**src/rtl/bp_stream_nbf_loader_rw.sv**
```systemverilog
// Stream NBF loader: deserialises NBF packets into AXI-lite writes/reads.
// Optional: BP_STREAM_NBF_LOADER_RESP_CHECK_EN enables sticky resp error.
module bp_stream_nbf_loader_rw #(
  parameter int axil_addr_width_p = 32,
  parameter int axil_data_width_p = 32,
  parameter int stream_data_width_p = 32,
  parameter int nbf_opcode_width_p = 8,
  parameter int nbf_addr_width_p = 40,
  parameter int nbf_data_width_p = 64,
  parameter int max_credits_p = 16
) (
  input  logic clk_i,
  input  logic reset_n_i,
  output logic done_o,
  output logic error_o,
  input  logic stream_v_i,
  input  logic [stream_data_width_p-1:0] stream_data_i,
  output logic stream_ready_o,
  output logic stream_v_o,
  output logic [stream_data_width_p-1:0] stream_data_o,
  input  logic stream_ready_i,
  output logic [axil_addr_width_p-1:0] m_axil_awaddr_o,
  output logic [2:0] m_axil_awprot_o,
  output logic m_axil_awvalid_o,
  input  logic m_axil_awready_i,
  output logic [axil_data_width_p-1:0] m_axil_wdata_o,
  output logic [axil_data_width_p/8-1:0] m_axil_wstrb_o,
  output logic m_axil_wvalid_o,
  input  logic m_axil_wready_i,
  input  logic [1:0] m_axil_bresp_i,
  input  logic m_axil_bvalid_i,
  output logic m_axil_bready_o,
  output logic [axil_addr_width_p-1:0] m_axil_araddr_o,
  output logic [2:0] m_axil_arprot_o,
  output logic m_axil_arvalid_o,
  input  logic m_axil_arready_i,
  input  logic [axil_data_width_p-1:0] m_axil_rdata_i,
  input  logic [1:0] m_axil_rresp_i,
  input  logic m_axil_rvalid_i,
  output logic m_axil_rready_o
);
  localparam int pkt_w_lp =
    nbf_opcode_width_p + nbf_addr_width_p + nbf_data_width_p;
  localparam int sw_lp = stream_data_width_p;
  localparam int flits_lp = (pkt_w_lp + sw_lp - 1) / sw_lp;
  localparam int cnt_w_lp = $clog2(flits_lp + 1);
  localparam int cred_w_lp = $clog2(max_credits_p + 1);
  localparam int strb_w_lp = axil_data_width_p / 8;
  localparam bit wide_lp = (axil_data_width_p == 64);

  typedef enum logic [2:0] {
    e_ready, e_wr_hi, e_rd_addr, e_rd_data, e_rd_out, e_done
  } state_e;

  state_e state_r, state_n;

  logic [flits_lp*sw_lp-1:0] sipo_r;
  logic [cnt_w_lp-1:0] cnt_r;
  logic full, pop, beat_done;
  logic [cred_w_lp-1:0] cred_r;
  logic cred_max, cred_zero;
  logic addr_sent_r, data_sent_r, rd_hi_r;
  logic [63:0] rdata_r;
  logic [63:0] wdata64;
  logic [7:0] wstrb8;
  logic aw_hs, w_hs, b_hs, rd_last, sel_hi;
  logic unused_bits;

  logic [nbf_opcode_width_p-1:0] op;
  logic [nbf_addr_width_p-1:0] nbf_addr;
  logic [nbf_data_width_p-1:0] data;
  logic [axil_addr_width_p-1:0] addr, addr_hi;
  logic is_wr32, is_wr64, is_rd32, is_rd64, is_fence, is_fin;

  assign {op, nbf_addr, data} = sipo_r[pkt_w_lp-1:0];
  assign addr = nbf_addr[axil_addr_width_p-1:0];
  assign addr_hi = addr + axil_addr_width_p'(4);

  assign is_wr32 = (op == nbf_opcode_width_p'(8'h02));
  assign is_wr64 = (op == nbf_opcode_width_p'(8'h03));
  assign is_rd32 = (op == nbf_opcode_width_p'(8'h12));
  assign is_rd64 = (op == nbf_opcode_width_p'(8'h13));
  assign is_fence = (op == nbf_opcode_width_p'(8'hFE));
  assign is_fin = (op == nbf_opcode_width_p'(8'hFF));

  assign full = (cnt_r == cnt_w_lp'(flits_lp));
  assign stream_ready_o = ~full;

  assign cred_max = (cred_r == cred_w_lp'(max_credits_p));
  assign cred_zero = (cred_r == '0);

  assign aw_hs = m_axil_awvalid_o & m_axil_awready_i;
  assign w_hs = m_axil_wvalid_o & m_axil_wready_i;
  assign b_hs = m_axil_bvalid_i;

  assign m_axil_bready_o = 1'b1;
  assign m_axil_awprot_o = 3'b000;
  assign m_axil_arprot_o = 3'b000;
  assign done_o = (state_r == e_done) & cred_zero;

  assign m_axil_awaddr_o = (state_r == e_wr_hi) ? addr_hi : addr;
  assign m_axil_araddr_o = rd_hi_r ? addr_hi : addr;
  assign m_axil_wdata_o = wdata64[axil_data_width_p-1:0];
  assign m_axil_wstrb_o = wstrb8[strb_w_lp-1:0];

  assign rd_last = is_rd32 | rd_hi_r;
  assign sel_hi = wide_lp & (is_rd32 ? addr[2] : rd_hi_r);
  assign stream_data_o = sel_hi ? rdata_r[63:32] : rdata_r[31:0];

  assign unused_bits = ^{sipo_r, wdata64, wstrb8, rdata_r,
                         m_axil_bresp_i, m_axil_rresp_i, nbf_addr};

  // Collect flits into the packet buffer, first flit in the LSBs
  always_ff @(posedge clk_i or negedge reset_n_i) begin
    if (!reset_n_i) begin
      cnt_r <= '0;
      sipo_r <= '0;
    end else if (pop) begin
      cnt_r <= '0;
    end else if (stream_v_i && !full) begin
      for (int k = 0; k < flits_lp; k++)
        if (cnt_r == cnt_w_lp'(k))
          sipo_r[k*sw_lp +: sw_lp] <= stream_data_i;
      cnt_r <= cnt_r + 1'b1;
    end
  end

  // Outstanding-write credits: W adds one, B removes one
  always_ff @(posedge clk_i or negedge reset_n_i) begin
    if (!reset_n_i)
      cred_r <= '0;
    else if (w_hs && !b_hs)
      cred_r <= cred_r + 1'b1;
    else if (!w_hs && b_hs && !cred_zero)
      cred_r <= cred_r - 1'b1;
  end

  // AW and W go out once per beat; both flags drop when the beat ends
  always_ff @(posedge clk_i or negedge reset_n_i) begin
    if (!reset_n_i) begin
      addr_sent_r <= 1'b0;
      data_sent_r <= 1'b0;
    end else if (beat_done) begin
      addr_sent_r <= 1'b0;
      data_sent_r <= 1'b0;
    end else begin
      if (aw_hs) addr_sent_r <= 1'b1;
      if (w_hs) data_sent_r <= 1'b1;
    end
  end

  // Read word tracking and captured read data
  always_ff @(posedge clk_i or negedge reset_n_i) begin
    if (!reset_n_i) begin
      rd_hi_r <= 1'b0;
      rdata_r <= '0;
    end else begin
      if (pop)
        rd_hi_r <= 1'b0;
      else if (state_r == e_rd_out && stream_ready_i)
        rd_hi_r <= 1'b1;
      if (state_r == e_rd_data && m_axil_rvalid_i)
        rdata_r <= 64'(m_axil_rdata_i);
    end
  end

  // Write data/strobe selection for the current beat
  always_comb begin
    wdata64 = {data[31:0], data[31:0]};
    wstrb8 = 8'h0F;
    if (state_r == e_wr_hi) begin
      wdata64 = {data[63:32], data[63:32]};
    end else if (wide_lp && is_wr64) begin
      wdata64 = data[63:0];
      wstrb8 = 8'hFF;
    end else if (wide_lp && addr[2]) begin
      wstrb8 = 8'hF0;
    end
  end

  // State register
  always_ff @(posedge clk_i or negedge reset_n_i) begin
    if (!reset_n_i) state_r <= e_ready;
    else state_r <= state_n;
  end

  // Command sequencing and bus valids
  always_comb begin
    state_n = state_r;
    pop = 1'b0;
    beat_done = 1'b0;
    m_axil_awvalid_o = 1'b0;
    m_axil_wvalid_o = 1'b0;
    m_axil_arvalid_o = 1'b0;
    m_axil_rready_o = 1'b0;
    stream_v_o = 1'b0;
    unique case (state_r)
      e_ready: if (full) begin
        unique case (1'b1)
          is_wr32, is_wr64: begin
            m_axil_awvalid_o = ~addr_sent_r;
            m_axil_wvalid_o = ~data_sent_r & ~cred_max;
            beat_done = (addr_sent_r | m_axil_awready_i)
                      & (data_sent_r | (m_axil_wvalid_o & m_axil_wready_i));
            if (beat_done) begin
              if (is_wr64 && !wide_lp) state_n = e_wr_hi;
              else pop = 1'b1;
            end
          end
          is_rd32, is_rd64: if (cred_zero) state_n = e_rd_addr;
          is_fence, is_fin: if (cred_zero) begin
            pop = 1'b1;
            if (is_fin) state_n = e_done;
          end
          default: pop = 1'b1;
        endcase
      end
      e_wr_hi: begin
        m_axil_awvalid_o = ~addr_sent_r;
        m_axil_wvalid_o = ~data_sent_r & ~cred_max;
        beat_done = (addr_sent_r | m_axil_awready_i)
                  & (data_sent_r | (m_axil_wvalid_o & m_axil_wready_i));
        if (beat_done) begin
          pop = 1'b1;
          state_n = e_ready;
        end
      end
      e_rd_addr: begin
        m_axil_arvalid_o = 1'b1;
        if (m_axil_arready_i) state_n = e_rd_data;
      end
      e_rd_data: begin
        m_axil_rready_o = 1'b1;
        if (m_axil_rvalid_i) state_n = e_rd_out;
      end
      e_rd_out: begin
        stream_v_o = 1'b1;
        if (stream_ready_i) begin
          if (rd_last) begin
            pop = 1'b1;
            state_n = e_ready;
          end else if (!wide_lp) begin
            state_n = e_rd_addr;
          end
        end
      end
      e_done: pop = full;
      default: state_n = e_ready;
    endcase
  end

`ifdef BP_STREAM_NBF_LOADER_RESP_CHECK_EN
  logic err_r;

  // Sticky flag for any non-OKAY write or read response
  always_ff @(posedge clk_i or negedge reset_n_i) begin
    if (!reset_n_i)
      err_r <= 1'b0;
    else if ((b_hs && m_axil_bresp_i != 2'b00)
          || (m_axil_rvalid_i && m_axil_rready_o && m_axil_rresp_i != 2'b00))
      err_r <= 1'b1;
  end

  assign error_o = err_r;
`else
  assign error_o = 1'b0;
`endif

endmodule

```
**config.mk**
```make
export PLATFORM = sky130hd
export DESIGN_NAME = bp_stream_nbf_loader_rw
export DESIGN_NICKNAME = d
export VERILOG_FILES = /design/src/rtl/bp_stream_nbf_loader_rw.sv
export SDC_FILE = /design/constraint.sdc
export NUM_CORES = 1
export LEC_CHECK = 0
export ABC_CLOCK_PERIOD_IN_PS = 6200
export BUFFER_PORTS_ARGS = -buffer_cell sky130_fd_sc_hd__buf_2
export CORE_ASPECT_RATIO = 0.8
export CORE_MARGIN = 2
export CORE_UTILIZATION = 50
export DETAILED_ROUTE_END_ITERATION = 8
export GPL_ROUTABILITY_DRIVEN = 0
export GPL_TIMING_DRIVEN = 0
export PLACE_DENSITY_LB_ADDON = 0.25
export SLEW_MARGIN = 20
export SYNTH_ARGS = -nofsm -noshare
export SYNTH_HDL_FRONTEND = slang
export SYNTH_SLANG_ARGS = --single-unit
export TNS_END_PERCENT = 1
```
**constraint.sdc**
```tcl
create_clock -name clk_i -period 6.2 [get_ports clk_i]
set_input_delay 0.31 -clock clk_i [delete_from_list [all_inputs] [get_ports clk_i]]
set_output_delay 0.31 -clock clk_i [all_outputs]
set_load 0.02 [all_outputs]
```
== Word level (Yosys, flattened, before mapping) ==
Index checks and enable logic that the tools add are counted.
Storage, ports and cells
  bits in registers: 158
  bits of input ports: 77
  output and inout port bits: 147
  word-level logic and storage cells: 130
Cells by class
  $add $sub $neg: 4
  equal/unequal tests: 27
  multiplexer cells: 47
  bitwise gates (word level): 15
  reductions and logical operators: 26
Operator list (count)
  2-to-1 mux 32 bit: 3
  2-to-1 mux 3 bit: 12
  adder 32 x 3 -> 32 bit, second input constant: 1
  2-to-1 mux 1 bit: 22
  case mux 3 bit (6 select lines): 1
  equality test 8 x 2 -> 1 bit, second input constant: 2
  equality test 8 x 5 -> 1 bit, second input constant: 2
  equality test 8 bit, second input constant: 2
  inequality test 3 bit, second input constant: 5
  equality test 3 x 2 -> 1 bit, second input constant: 4
  AND reduction 12 bit: 1
  AND reduction 3 bit: 4
  2-to-1 mux 5 bit: 2
  nonzero test 2 bit: 5
  equality test 3 bit, second input constant: 3
  case mux 3 bit (3 select lines): 1
  inequality test 2 bit, second input constant: 4
  bitwise AND 1 bit: 6
  equality test 3 x 1 -> 1 bit, second input constant: 2
  logical AND 1 bit: 6
  logical NOT 3 bit: 2
  inverter 1 bit: 6
  case mux 1 bit (2 select lines): 3
  OR reduction 2 bit: 3
  other kinds (12): 17

== Longest topological paths before layout ==
Gate-level depths: netlist of the first run.
  depth in word-level cells: 12
  depth in mapped cells: 12
  gate-level depth less buffers: 12

== Worst setup path after synthesis of the first run ==
No wires, ideal clock.
  path type: reg-to-reg
  start: register cnt_r[0]
  end: register cred_r[4]
  setup time: 0.127 ns
  data arrival time: 2.736 ns
  path slack: 3.337 ns
  stages on the path, launching flop included: 12
  clock period less this slack: 2.863 ns
  path through: dfrtp_1 inv_1 ha_1 nand2_1 nor4_4 o211ai_1 ha_1 nor2b_1 o21ai_0 nor2b_1 and3_1 o22ai_1
Between the ends
  cells in the longest elaborated chain, start to end: 8
  elaborated cells between the ends (all ways): 10
  classes of those cells: 1 x eq/ne; 3 x mux; 1 x bitwise; 5 x reduce/logical
RTL lines
  from (decl): RTL line 58  | logic [cnt_w_lp-1:0] cnt_r;
  from (signal assigned): RTL line 124  | cnt_r <= cnt_r + 1'b1;
  equality test 3 bit *: RTL line 86  | assign full = (cnt_r == cnt_w_lp'(flits_lp));
  2-to-1 mux 1 bit *: RTL line 198  | e_ready: if (full) begin
  case mux 1 bit (2 select lines) *: RTL line 197  | unique case (state_r)
  bitwise AND 1 bit *: RTL line 93  | assign w_hs = m_axil_wvalid_o & m_axil_wready_i;
  logical NOT 1 bit: RTL line 134  | else if (!w_hs && b_hs && !cred_zero)
  logical AND 1 bit (2 in a row): RTL line 134
  nonzero test 2 bit (no source line)
  to (signal assigned): RTL line 133  | cred_r <= cred_r + 1'b1;
  to (signal assigned): RTL line 135  | cred_r <= cred_r - 1'b1;
  to (decl): RTL line 60  | logic [cred_w_lp-1:0] cred_r;
Mark *: on every way between the ends. The rest lies on a longest branch, timed or not.
A chain may end at the register's enable or synchronous reset.

== Worst setup path in the final report of the first run ==
  start: register state_r[0]
  end: output m_axil_awaddr_o[27]
Between the ends
  cells in the longest elaborated chain, start to end: 2
RTL lines
  from (decl): RTL line 55  | state_e state_r, state_n;
  from (signal assigned): RTL line 183  | if (!reset_n_i) state_r <= e_ready;
  from (signal assigned): RTL line 184  | else state_r <= state_n;
  equality test 3 x 1 -> 1 bit: RTL line 101  | assign m_axil_awaddr_o = (state_r == e_wr_hi) ? addr_hi : addr;
  2-to-1 mux 32 bit: RTL line 101
  to (decl): RTL line 22  | output logic [axil_addr_width_p-1:0] m_axil_awaddr_o,
No other way between the ends.

==> results.txt, run 1 <==
synth cell count leaders: 150 x sky130_fd_sc_hd__dfrtp_1, 145 x sky130_fd_sc_hd__nand2_1, 90 x sky130_fd_sc_hd__mux2_4, 48 x sky130_fd_sc_hd__mux2_2, 48 x sky130_fd_sc_hd__xnor2_1
post-synthesis to final-layout area growth: 23.79%
number of global-route vias before repair: 6080
CTS clock-pin slew for the worst setup and hold paths: 0.07 ns
initial antenna violation count: 1
Register-to-Register Setup Slack: 2.99 ns
number of synthesized flops with an enable pin: 0
minimum clock period after layout: 3.390 ns
Setup Viol. Count Final: 0
number of levels in the clock H-tree: 4
max_cap viols: 0
combinational power share: 0.537
total of warnings raised by yosys: 0
maximum number of pins on one net before global-route repair: 93
core area: 16450 um2
GRT Residual Overflow: 0
fraction of final layout cells sized beyond drive strength 1: 0.4400
setup TNS after final layout: 0 ns
library cells used by synthesis: 63
count leader, synth: sky130_fd_sc_hd__dfrtp_1
Placed Instance Area: 9727 um2
Slew HR: 0.3883
clock root cell: sky130_fd_sc_hd__clkbuf_16
data arrival time of the worst path: 3.08 ns
CTS sink cnt: 150
final layout net count: 1040
number of setup buffers added after CTS: 0
Slew Viols, Final: 0
most used flip-flop cell after synthesis: sky130_fd_sc_hd__dfrtp_1
clock latency on the worst-skew pair: 0.42 ns
Min-Delay Endpoint: rdata_r[21]
path category of the worst min-delay check: in2reg
number of top-level pins: 224
RSZ-0062 raised after global routing: false
Worst EP required: 5.89 ns
Max Root-Sink Buffers: 2
Post-Layout Inst Area: 10320 um2
leading cell types by total area after synthesis: sky130_fd_sc_hd__dfrtp_1 45%, sky130_fd_sc_hd__mux2_4 16%, sky130_fd_sc_hd__nand2_1 6.5%
number of hold violations in the final report: 0
endpoint kind of the worst setup timing path: primary output
clock tree from TritonCTS: yes
first-pass GRT wire length: 31830 um
proportion of power drawn by flip-flops and latches: 0.293
Critical Path Fanout Max: 10
cell type with the largest total area after synthesis: sky130_fd_sc_hd__dfrtp_1
input/output buffers: 207
beginning of the worst hold path: m_axil_rdata_i[21]
startpoint of the worst register-to-register path: cnt_r[0]
pin slew with the least headroom to its limit: 0.9091 ns
row count: 42
cell count after synthesis: 715
cell area after synthesis: 8340 um2
Total GRT Usage: 0.2292
crit start category: flop
switching component of the power: 2.632 mW
Starting Density: 0.5071
total half-perimeter wirelength after legalization and detailed placement: 14220 um
number of design rule violations left after detail routing: 0
fraction of registers with async set or reset after synthesis: 1.000
switching share of power: 0.4325
Min-Delay Path Depth: 2
pwr/cell area: 589.5 nW/um2
final wirelength: 19470 um
Worst Reg2Reg Path Length in Cells: 11
vias per inst: 5.065
worst clock skew on the final layout: 0.01261 ns
Internal Dissipation: 3.454 mW
area of the die: 17740 um2
share of Yosys cell area claimed by the top area cell type: 0.4500
endpoint of the worst register-to-register path: cred_r[4]
post-route antenna net violation count: 0
sequential share of the synthesized area: 0.4500
Vert. Die Dim: 119.5 um
cts bufs inserted: 17
Pre-antenna DRT Iters: 4
number of DRC markers in iteration 0: 293
ANT cells: 0
Avg Cell Area, Syn: 11.67 um2
average routed wire per standard cell: 16.42 um
clock power share: 0.170
Crit Path Class: reg2out
P_leak: 5.449 nW
Seq cells post-synth: 150
Die Width: 148.4 um
Peak Freq: 295.0 MHz
portion of the clock cycle consumed by the worst path in the final layout: 0.5467
run status: finished, final reports clean
maximum ir drop on the vdd rail: 0.2664 mV
via count: 6007
registers in the layout (all words and copies together), names as in the netlist:
| register | cells |
|---|---|
| rdata_r | 32 |
| state_r | 3 |
| rd_hi_r | 1 |
| addr_sent_r | 1 |
| sipo_r | 104 |
| cnt_r | 3 |
| data_sent_r | 1 |
| cred_r | 5 |
how the worst max path moves through the flow:
stage               cells past startpoint  startpoint  slack, ns                  end
finish                                  7  state_r[0]       2.81  m_axil_awaddr_o[27]
floorplan                              11    cnt_r[0]       3.34            cred_r[4]
detailed placement                     11    cnt_r[0]       3.00            cred_r[4]
global placement                        1   reset_n_i       2.52          rdata_r[18]
CTS                                     7  state_r[0]       2.75  m_axil_awaddr_o[27]
global route                            7  state_r[0]       2.51  m_axil_awaddr_o[31]
area by class of cell:
type / count / area, um2
multi-input combinational: 516 / 4179
buffer: 49 / 407.9
tap: 220 / 275.3
fill: 1369 / 6123
clock buffer: 17 / 425.4
clock inverter: 15 / 162.7
timing repair buffer: 209 / 1084
inverter: 10 / 37.54
sequential: 150 / 3754
power groups by stage:
stage | clock, mW | combinational (mW) | sequential [mW]
2_1_floorplan | 0 | 2.31 | 1.79
3_3_place_gp | 0 | 3.24 | 1.77
3_5_place_dp | 0 | 3.29 | 1.78
4_1_cts | 1.06 | 3.30 | 1.78
5_1_grt | 1.10 | 3.54 | 1.85
6_report | 1.03 | 3.27 | 1.79
per-layer routing:
metal,share of wire,GRT usage,vias to the layer above
met5,0,0,-
met4,0.016,0.07381,0
met3,0.072,0.06540,18
met2,0.44,0.3365,194
met1,0.48,0.3291,2889
li1,-,-,2906
critical path, stage by stage (launching register included):
cell and delay [ns]:
sky130_fd_sc_hd__dfrtp_1 0.43, sky130_fd_sc_hd__buf_4 0.20, sky130_fd_sc_hd__nor3b_2 0.57, sky130_fd_sc_hd__nand4_1 0.42
sky130_fd_sc_hd__nor3_1 0.53, sky130_fd_sc_hd__nand2_1 0.13, sky130_fd_sc_hd__xnor2_1 0.17, sky130_fd_sc_hd__buf_2 0.19
repair_timing:
action	4_1_cts	5_1_grt
hold buffers	1	0
resized for setup	0	0
setup endpoints to repair	0	0
endpoints found under the hold margin	58	0
layout by cell type (no fill, tap or decap), types with 7 or more instances in the layout:
cell / instances
sky130_fd_sc_hd__xor2_1: 14
sky130_fd_sc_hd__nand3_1: 16
sky130_fd_sc_hd__xnor2_1: 48
sky130_fd_sc_hd__mux2_4: 90
sky130_fd_sc_hd__and3_1: 19
sky130_fd_sc_hd__inv_6: 7
sky130_fd_sc_hd__conb_1: 12
sky130_fd_sc_hd__buf_12: 9
sky130_fd_sc_hd__nand4_1: 8
sky130_fd_sc_hd__clkbuf_16: 17
sky130_fd_sc_hd__clkbuf_1: 11
sky130_fd_sc_hd__mux2_2: 48
sky130_fd_sc_hd__inv_1: 10
sky130_fd_sc_hd__ha_1: 9
sky130_fd_sc_hd__buf_4: 17
sky130_fd_sc_hd__dfrtp_1: 150
sky130_fd_sc_hd__nand2_1: 145
sky130_fd_sc_hd__nor2_1: 25
sky130_fd_sc_hd__buf_2: 211
stage by stage:
step                      power, mW  setup slack [ns]  std cells  hold WS (ns)  utilization
final                         6.086             2.810       1186        0.1132       0.6277
after global routing          6.496             2.512       1186       0.09762       0.6277
after CTS                     6.141             2.746       1186       0.09080       0.6277
after detailed placement      5.070             3.000       1153        0.2739       0.5914
after global placement        5.010             2.525       1152        0.4839       0.5891
after floorplan               4.097             3.337        725       0.01441            -
kinds of logic (layout without fill, tap and decap cells):
logic type | count (synthesis) | after routing | share of synthesized area
muxes | 139 | 139 | 0.2280
xor gates and xnor gates | 62 | 62 | 0.06511
AOI/OAI and AO/OA | 39 | 39 | 0.03586
buffers and inverters | 59 | 300 | 0.05340
DFF | 150 | 150 | 0.4500
other | 2 | 12 | 0.0009004
and+or+nand+nor | 254 | 254 | 0.1508
adders and majority gates | 10 | 10 | 0.01590
Power figures use the tool's default switching activity.
==> run 2: changes to the inputs <==
Settings changed: ABC_CLOCK_PERIOD_IN_PS 6200 to 3250.
Clock period 6.2 ns to 3.25 ns, I/O delays scaled along.
==> results.txt, run 2 (synthesized netlist as in run 1, its figures left out) <==
run status: finished, final reports clean (unchanged)
leading cell types in the layout, fill and taps excluded: 211 x sky130_fd_sc_hd__buf_2, 150 x sky130_fd_sc_hd__dfrtp_1, 145 x sky130_fd_sc_hd__nand2_1 (unchanged)
crit start category: flop (unchanged)
post-synthesis to final-layout area growth: 29.49% (was 23.79%)
row count: 42 (unchanged)
Min-Delay Path Depth: 2 (unchanged)
number of global-route vias before repair: 6328 (was 6080)
ANT cells: 0 (unchanged)
max reg flops: 104 (unchanged)
vias per inst: 5.064 (was 5.065)
Total GRT Usage: 0.2382 (was 0.2292)
Setup Viol. Count Final: 0 (unchanged)
endpoint kind of the worst setup timing path: flop (was primary output)
Worst Reg2Reg Path Length in Cells: 11 (unchanged)
pwr/cell area: 1084 nW/um2 (was 589.5 nW/um2)
max_cap viols: 0 (unchanged)
register with the highest flop count: sipo_r (unchanged)
fill cell instance count of the final layout: 1302 (was 1369)
number of design rule violations left after detail routing: 0 (unchanged)
Register-to-Register Setup Slack: 0.26 ns (was 2.99 ns)
portion of the clock cycle consumed by the worst path in the final layout: 0.9207
clock root cell: sky130_fd_sc_hd__clkbuf_16 (unchanged)
Peak Freq: 334.2 MHz
input/output buffers: 207 (unchanged)
most frequent standard cell in the layout excluding fill and tap cells: sky130_fd_sc_hd__buf_2 (unchanged)
endpoint of the worst register-to-register path: cred_r[4] (unchanged)
register area: 3754 um2 (unchanged)
path category of the worst min-delay check: in2reg (unchanged)
Crit Path Class: reg2reg (was reg2out)
minimum clock period after layout: 2.992 ns
total half-perimeter wirelength after legalization and detailed placement: 14220 um (unchanged)
overall power consumption: 11.70 mW (was 6.086 mW)
first-pass GRT wire length: 33090 um (was 31830 um)
clock latency on the worst-skew pair: 0.42 ns (about the same)
number of DRC markers in iteration 0: 297 (was 293)
worst setup margin: 0.2578 ns (was 2.810 ns)
registers with the most flip-flops: sipo_r (104), rdata_r (32), cred_r (5) (unchanged)
clock tree from TritonCTS: yes (unchanged)
final wirelength: 20330 um (was 19470 um)
RSZ-0062 raised after global routing: false (unchanged)
Starting Density: 0.5071 (unchanged)
via count: 6239 (was 6007)
startpoint of the worst register-to-register path: state_r[2] (was cnt_r[0])
Pre-antenna DRT Iters: 4 (unchanged)
Post-Layout Inst Area: 10800 um2 (was 10320 um2)
maximum number of pins on one net before global-route repair: 93 (unchanged)
average routed wire per standard cell: 16.50 um (was 16.42 um)
number of hold violations in the final report: 0 (unchanged)
CTS clock-pin slew for the worst setup and hold paths: 0.07 ns (about the same)
number of levels in the clock H-tree: 4 (unchanged)
footprint of the multi-input gates: 4203 um2 (was 4179 um2)
GRT Residual Overflow: 0 (unchanged)
number of top-level pins: 224 (unchanged)
Max Root-Sink Buffers: 2 (unchanged)
final core occ: 0.6566 (was 0.6277)
post-route antenna net violation count: 0 (unchanged)
pin slew with the least headroom to its limit: 0.6885 ns (was 0.9091 ns)
Placed Instance Area: 9727 um2 (unchanged)
Post-Place Worst Slack: 0.05036 ns (was 3.000 ns)
CTS sink cnt: 150 (unchanged)
P_leak: 5.648 nW (was 5.449 nW)
cts bufs inserted: 17 (unchanged)
data arrival time of the worst path: 3.30 ns (was 3.08 ns)
Die Width: 148.4 um (unchanged)
Worst EP required: 3.56 ns (was 5.89 ns)
initial antenna violation count: 1 (unchanged)
Slew HR: 0.5375 (was 0.3883)
setup TNS after final layout: 0 ns (unchanged)
Slew Viols, Final: 0 (unchanged)
Vert. Die Dim: 119.5 um (unchanged)
maximum ir drop on the vdd rail: 0.4561 mV (was 0.2664 mV)
Min-Delay Endpoint: sipo_r[70] (was rdata_r[21])
core area: 16450 um2 (unchanged)
fraction of final layout cells sized beyond drive strength 1: 0.4279 (was 0.4400)
beginning of the worst hold path: stream_data_i[6] (was m_axil_rdata_i[21])
worst clock skew on the final layout: 0.01404 ns (was 0.01261 ns)
Critical Path Fanout Max: 10 (unchanged)
area of the die: 17740 um2 (unchanged)
final layout net count: 1086 (was 1040)
run 2: critical path, stage by stage, from the launching register on:
cell and delay [ns]:
sky130_fd_sc_hd__dfrtp_1 0.37, sky130_fd_sc_hd__buf_6 0.14, sky130_fd_sc_hd__or4_4 0.56, sky130_fd_sc_hd__nor4_4 0.35, sky130_fd_sc_hd__o211ai_1 0.14, sky130_fd_sc_hd__buf_4 0.18, sky130_fd_sc_hd__ha_1 0.31, sky130_fd_sc_hd__nor2b_1 0.14
sky130_fd_sc_hd__o21ai_0 0.20, sky130_fd_sc_hd__nor2b_1 0.24, sky130_fd_sc_hd__and3_1 0.18, sky130_fd_sc_hd__o22ai_1 0.07
run 2: final cells by class:
type	count	share of cell area
Timing Repair Buffer	255	0.1420
Tap cell	220	0.02549
Buffer	49	0.03788
Sequential cell	150	0.3475
Multi-Input combinational cell	516	0.3891
Inverter	10	0.003475
Clock buffer	17	0.03939
Clock inverter	15	0.01506
run 2: worst max-delay path by stage:
stage | start | end | depth (start not counted)
final | state_r[2] | cred_r[4] | 11
after global routing | state_r[2] | cred_r[4] | 11
after CTS | cnt_r[0] | cred_r[4] | 11
after detailed placement | cnt_r[0] | cred_r[4] | 11
after global placement | reset_n_i | rdata_r[18] | 1
after floorplan | cnt_r[0] | cred_r[4] | 11
run 2: power by group:
part           internal [mW]  total, mW  leakage, nW  switching [mW]
Combinational           2.82       6.31         3.50            3.49
Sequential              2.73       3.41         1.86           0.685
Clock                   1.09       1.98        0.289           0.885
run 2: metrics by stage:
step                instances  hold slack (ns)
finish                   1232          0.01288
global route             1232         0.004733
CTS                      1228         0.001056
detailed placement       1153           0.1264
global placement         1152           0.3931
floorplan                 725          -0.1331
run 2: routing by layer:
layer	global-route usage	up-vias	part of all wire	routed length, um
met4	0.07024	0	0.014	278
met2	0.3588	198	0.45	9069
met5	0	-	0	0
li1	-	2999	-	-
met1	0.3386	3025	0.47	9610
met3	0.06540	17	0.067	1369
run 2: timing repair:
| action | in CTS | in global routing |
|---|---|---|
| hold buffers | 43 | 0 |
| endpoints found under the hold margin | 114 | 0 |
| setup endpoints to repair | 8 | 25 |
| gates resized for setup | 1 | 5 |
| setup buffers | 0 | 4 |
| pin swaps | 0 | 2 |
| gates cloned | 0 | 0 |
==> run 3: changes to the inputs <==
Settings changed: MAX_ROUTING_LAYER set to met4.
==> results.txt, run 3 (synthesized netlist as in run 1, its figures left out) <==
run status: finished, final reports clean (unchanged)
initial antenna violation count: 1 (unchanged)
Register-to-Register Setup Slack: 0.26 ns (about the same)
input/output buffers: 207 (unchanged)
average routed wire per standard cell: 16.51 um (was 16.50 um)
number of levels in the clock H-tree: 4 (unchanged)
dpl cells: 1153 (unchanged)
Peak Freq: 334.2 MHz (about the same)
path category of the worst min-delay check: in2reg (unchanged)
core area: 16450 um2 (unchanged)
vias per inst: 5.053 (was 5.064)
register with the highest flop count: sipo_r (unchanged)
number of global-route vias before repair: 6333 (was 6328)
cells along the critical path: buf_6 -> or4_4 -> nor4_4 -> o211ai_1 -> buf_4 -> ha_1 -> nor2b_1 -> o21ai_0 -> nor2b_1 -> and3_1 -> o22ai_1 (unchanged)
Pre-antenna DRT Iters: 4 (unchanged)
clock power share: 0.169 (about the same)
Starting Density: 0.5071 (unchanged)
overall power consumption: 11.71 mW (was 11.70 mW)
pwr/cell area: 1084 nW/um2 (about the same)
CTS clock-pin slew for the worst setup and hold paths: 0.07 ns (about the same)
number of DRC markers in iteration 0: 284 (was 297)
worst clock skew on the final layout: 0.01360 ns (was 0.01404 ns)
final-layout worst hold slack: 0.01516 ns (was 0.01288 ns)
proportion of power drawn by flip-flops and latches: 0.292 (about the same)
GRT Residual Overflow: 0 (unchanged)
Setup Viol. Count Final: 0 (unchanged)
cell with the largest stage delay on the worst path: sky130_fd_sc_hd__or4_4 (unchanged)
Slew Viols, Final: 0 (unchanged)
Internal Dissipation: 6.641 mW (was 6.640 mW)
first-pass GRT wire length: 33060 um (was 33090 um)
fraction of final layout cells sized beyond drive strength 1: 0.4279 (unchanged)
registers with the most flip-flops: sipo_r (104), rdata_r (32), cred_r (5) (unchanged)
leading cell types in the layout, fill and taps excluded: 211 x sky130_fd_sc_hd__buf_2, 150 x sky130_fd_sc_hd__dfrtp_1, 145 x sky130_fd_sc_hd__nand2_1 (unchanged)
endpoint kind of the worst setup timing path: flop (unchanged)
Critical Path Fanout Max: 10 (unchanged)
Crit Path Class: reg2reg (unchanged)
Die Width: 148.4 um (unchanged)
most frequent standard cell in the layout excluding fill and tap cells: sky130_fd_sc_hd__buf_2 (unchanged)
Worst EP required: 3.55 ns (was 3.56 ns)
switching component of the power: 5.069 mW (was 5.064 mW)
max reg flops: 104 (unchanged)
Vert. Die Dim: 119.5 um (unchanged)
pin slew with the least headroom to its limit: 0.6942 ns (was 0.6885 ns)
crit start category: flop (unchanged)
CTS sink cnt: 150 (unchanged)
clock root cell: sky130_fd_sc_hd__clkbuf_16 (unchanged)
number of design rule violations left after detail routing: 0 (unchanged)
clock latency on the worst-skew pair: 0.42 ns (about the same)
P_leak: 5.648 nW (about the same)
row count: 42 (unchanged)
portion of the clock cycle consumed by the worst path in the final layout: 0.9206 (was 0.9207)
Total GRT Usage: 0.2450 (was 0.2382)
number of top-level pins: 224 (unchanged)
via count: 6230 (was 6239)
most numerous cell on the critical path: sky130_fd_sc_hd__nor2b_1 (unchanged)
maximum number of pins on one net before global-route repair: 93 (unchanged)
minimum clock period after layout: 2.992 ns (about the same)
combinational power share: 0.540 (was 0.539)
final wirelength: 20360 um (was 20330 um)
post-route antenna net violation count: 0 (unchanged)
post-synthesis to final-layout area growth: 29.52% (was 29.49%)
max_cap viols: 0 (unchanged)
clock tree from TritonCTS: yes (unchanged)
maximum ir drop on the vdd rail: 0.4521 mV (was 0.4561 mV)
number of hold violations in the final report: 0 (unchanged)
area of the die: 17740 um2 (unchanged)
RSZ-0062 raised after global routing: false (unchanged)
Slew HR: 0.5336 (was 0.5375)
final layout net count: 1086 (unchanged)
data arrival time of the worst path: 3.30 ns (about the same)
Max Root-Sink Buffers: 2 (unchanged)
post-layout instance count excluding filler cells: 1233 (was 1232)
delay contributed by the slowest stage of the critical path: 0.56 ns (about the same)
switching share of power: 0.4329 (was 0.4327)
total half-perimeter wirelength after legalization and detailed placement: 14220 um (unchanged)
cts bufs inserted: 17 (unchanged)
==> run 3: changes by cell type in the layout (fill, tap and decap cells not counted), sizes merged <==
cell	change
diode	+1
==> run 3: critical path, delay by kind of cell, from the launching register on <==
family / cells / cell delay (ns)
AO/OA/AOI/OAI: 3 / 0.41
adder cells (fa/ha/maj): 1 / 0.31
buffers and inverters: 2 / 0.32
flip-flops: 1 / 0.37
AND/OR/NAND/NOR: 5 / 1.47
==> run 3: stage by stage <==
step                      utilization  setup TNS (ns)  setup WS [ns]  cell area, um2
after floorplan                     -               0         0.3870            8378
after global placement         0.5891          -38.71        -0.2778            9689
after detailed placement       0.5914               0        0.05036            9727
after CTS                      0.6537               0        0.04690           10750
after global routing           0.6568               0        0.01694           10800
final                          0.6568               0         0.2580           10800
==> run 3: final cells by class <==
type                       count  area (um2)
clock inverter                15       162.7
tap                          220       275.3
clock buffer                  17       425.4
sequential                   150        3754
inverter                      10       37.54
antenna                        1       2.502
multi-input combinational    516        4203
buffer                        49       409.1
fill                        1302        5645
timing repair buffer         255        1534
==> run 3: worst paths after layout <==
| kind | start | end | cells past startpoint |
|---|---|---|---|
| max | state_r[2] | cred_r[4] | 11 |
| max in group asynchronous | reset_n_i | rdata_r[28] | 3 |
| max reg2reg | state_r[2] | cred_r[4] | 11 |
| min | stream_data_i[5] | sipo_r[5] | 2 |
| min reg2reg | rdata_r[17] | rdata_r[17] | 1 |
| min in group asynchronous | reset_n_i | sipo_r[57] | 2 |
==> run 3: repair_timing <==
item / in CTS / in global routing
hold buffers: 43 / 0
endpoints found under the setup margin: 8 / 25
gates resized for setup: 1 / 5
pin swaps: 0 / 2
buffers inserted: 0 / 4
cloned: 0 / 0
hold endpoints to repair: 114 / 0
==> run 3: per-layer routing <==
| metal | track usage | part of all wire |
|---|---|---|
| met5 | - | 0 |
| met4 | 0.07024 | 0.014 |
| met3 | 0.05475 | 0.056 |
| met2 | 0.3597 | 0.45 |
| met1 | 0.3446 | 0.48 |
==> run 3: power groups by stage <==
| stage | Sequential [mW] | Clock [mW] | Combinational, mW |
|---|---|---|---|
| after floorplan | 3.42 | 0 | 4.40 |
| after global placement | 3.37 | 0 | 6.18 |
| after detailed placement | 3.41 | 0 | 6.27 |
| after CTS | 3.40 | 2.02 | 6.35 |
| after global routing | 3.54 | 2.11 | 6.83 |
| final | 3.42 | 1.98 | 6.32 |
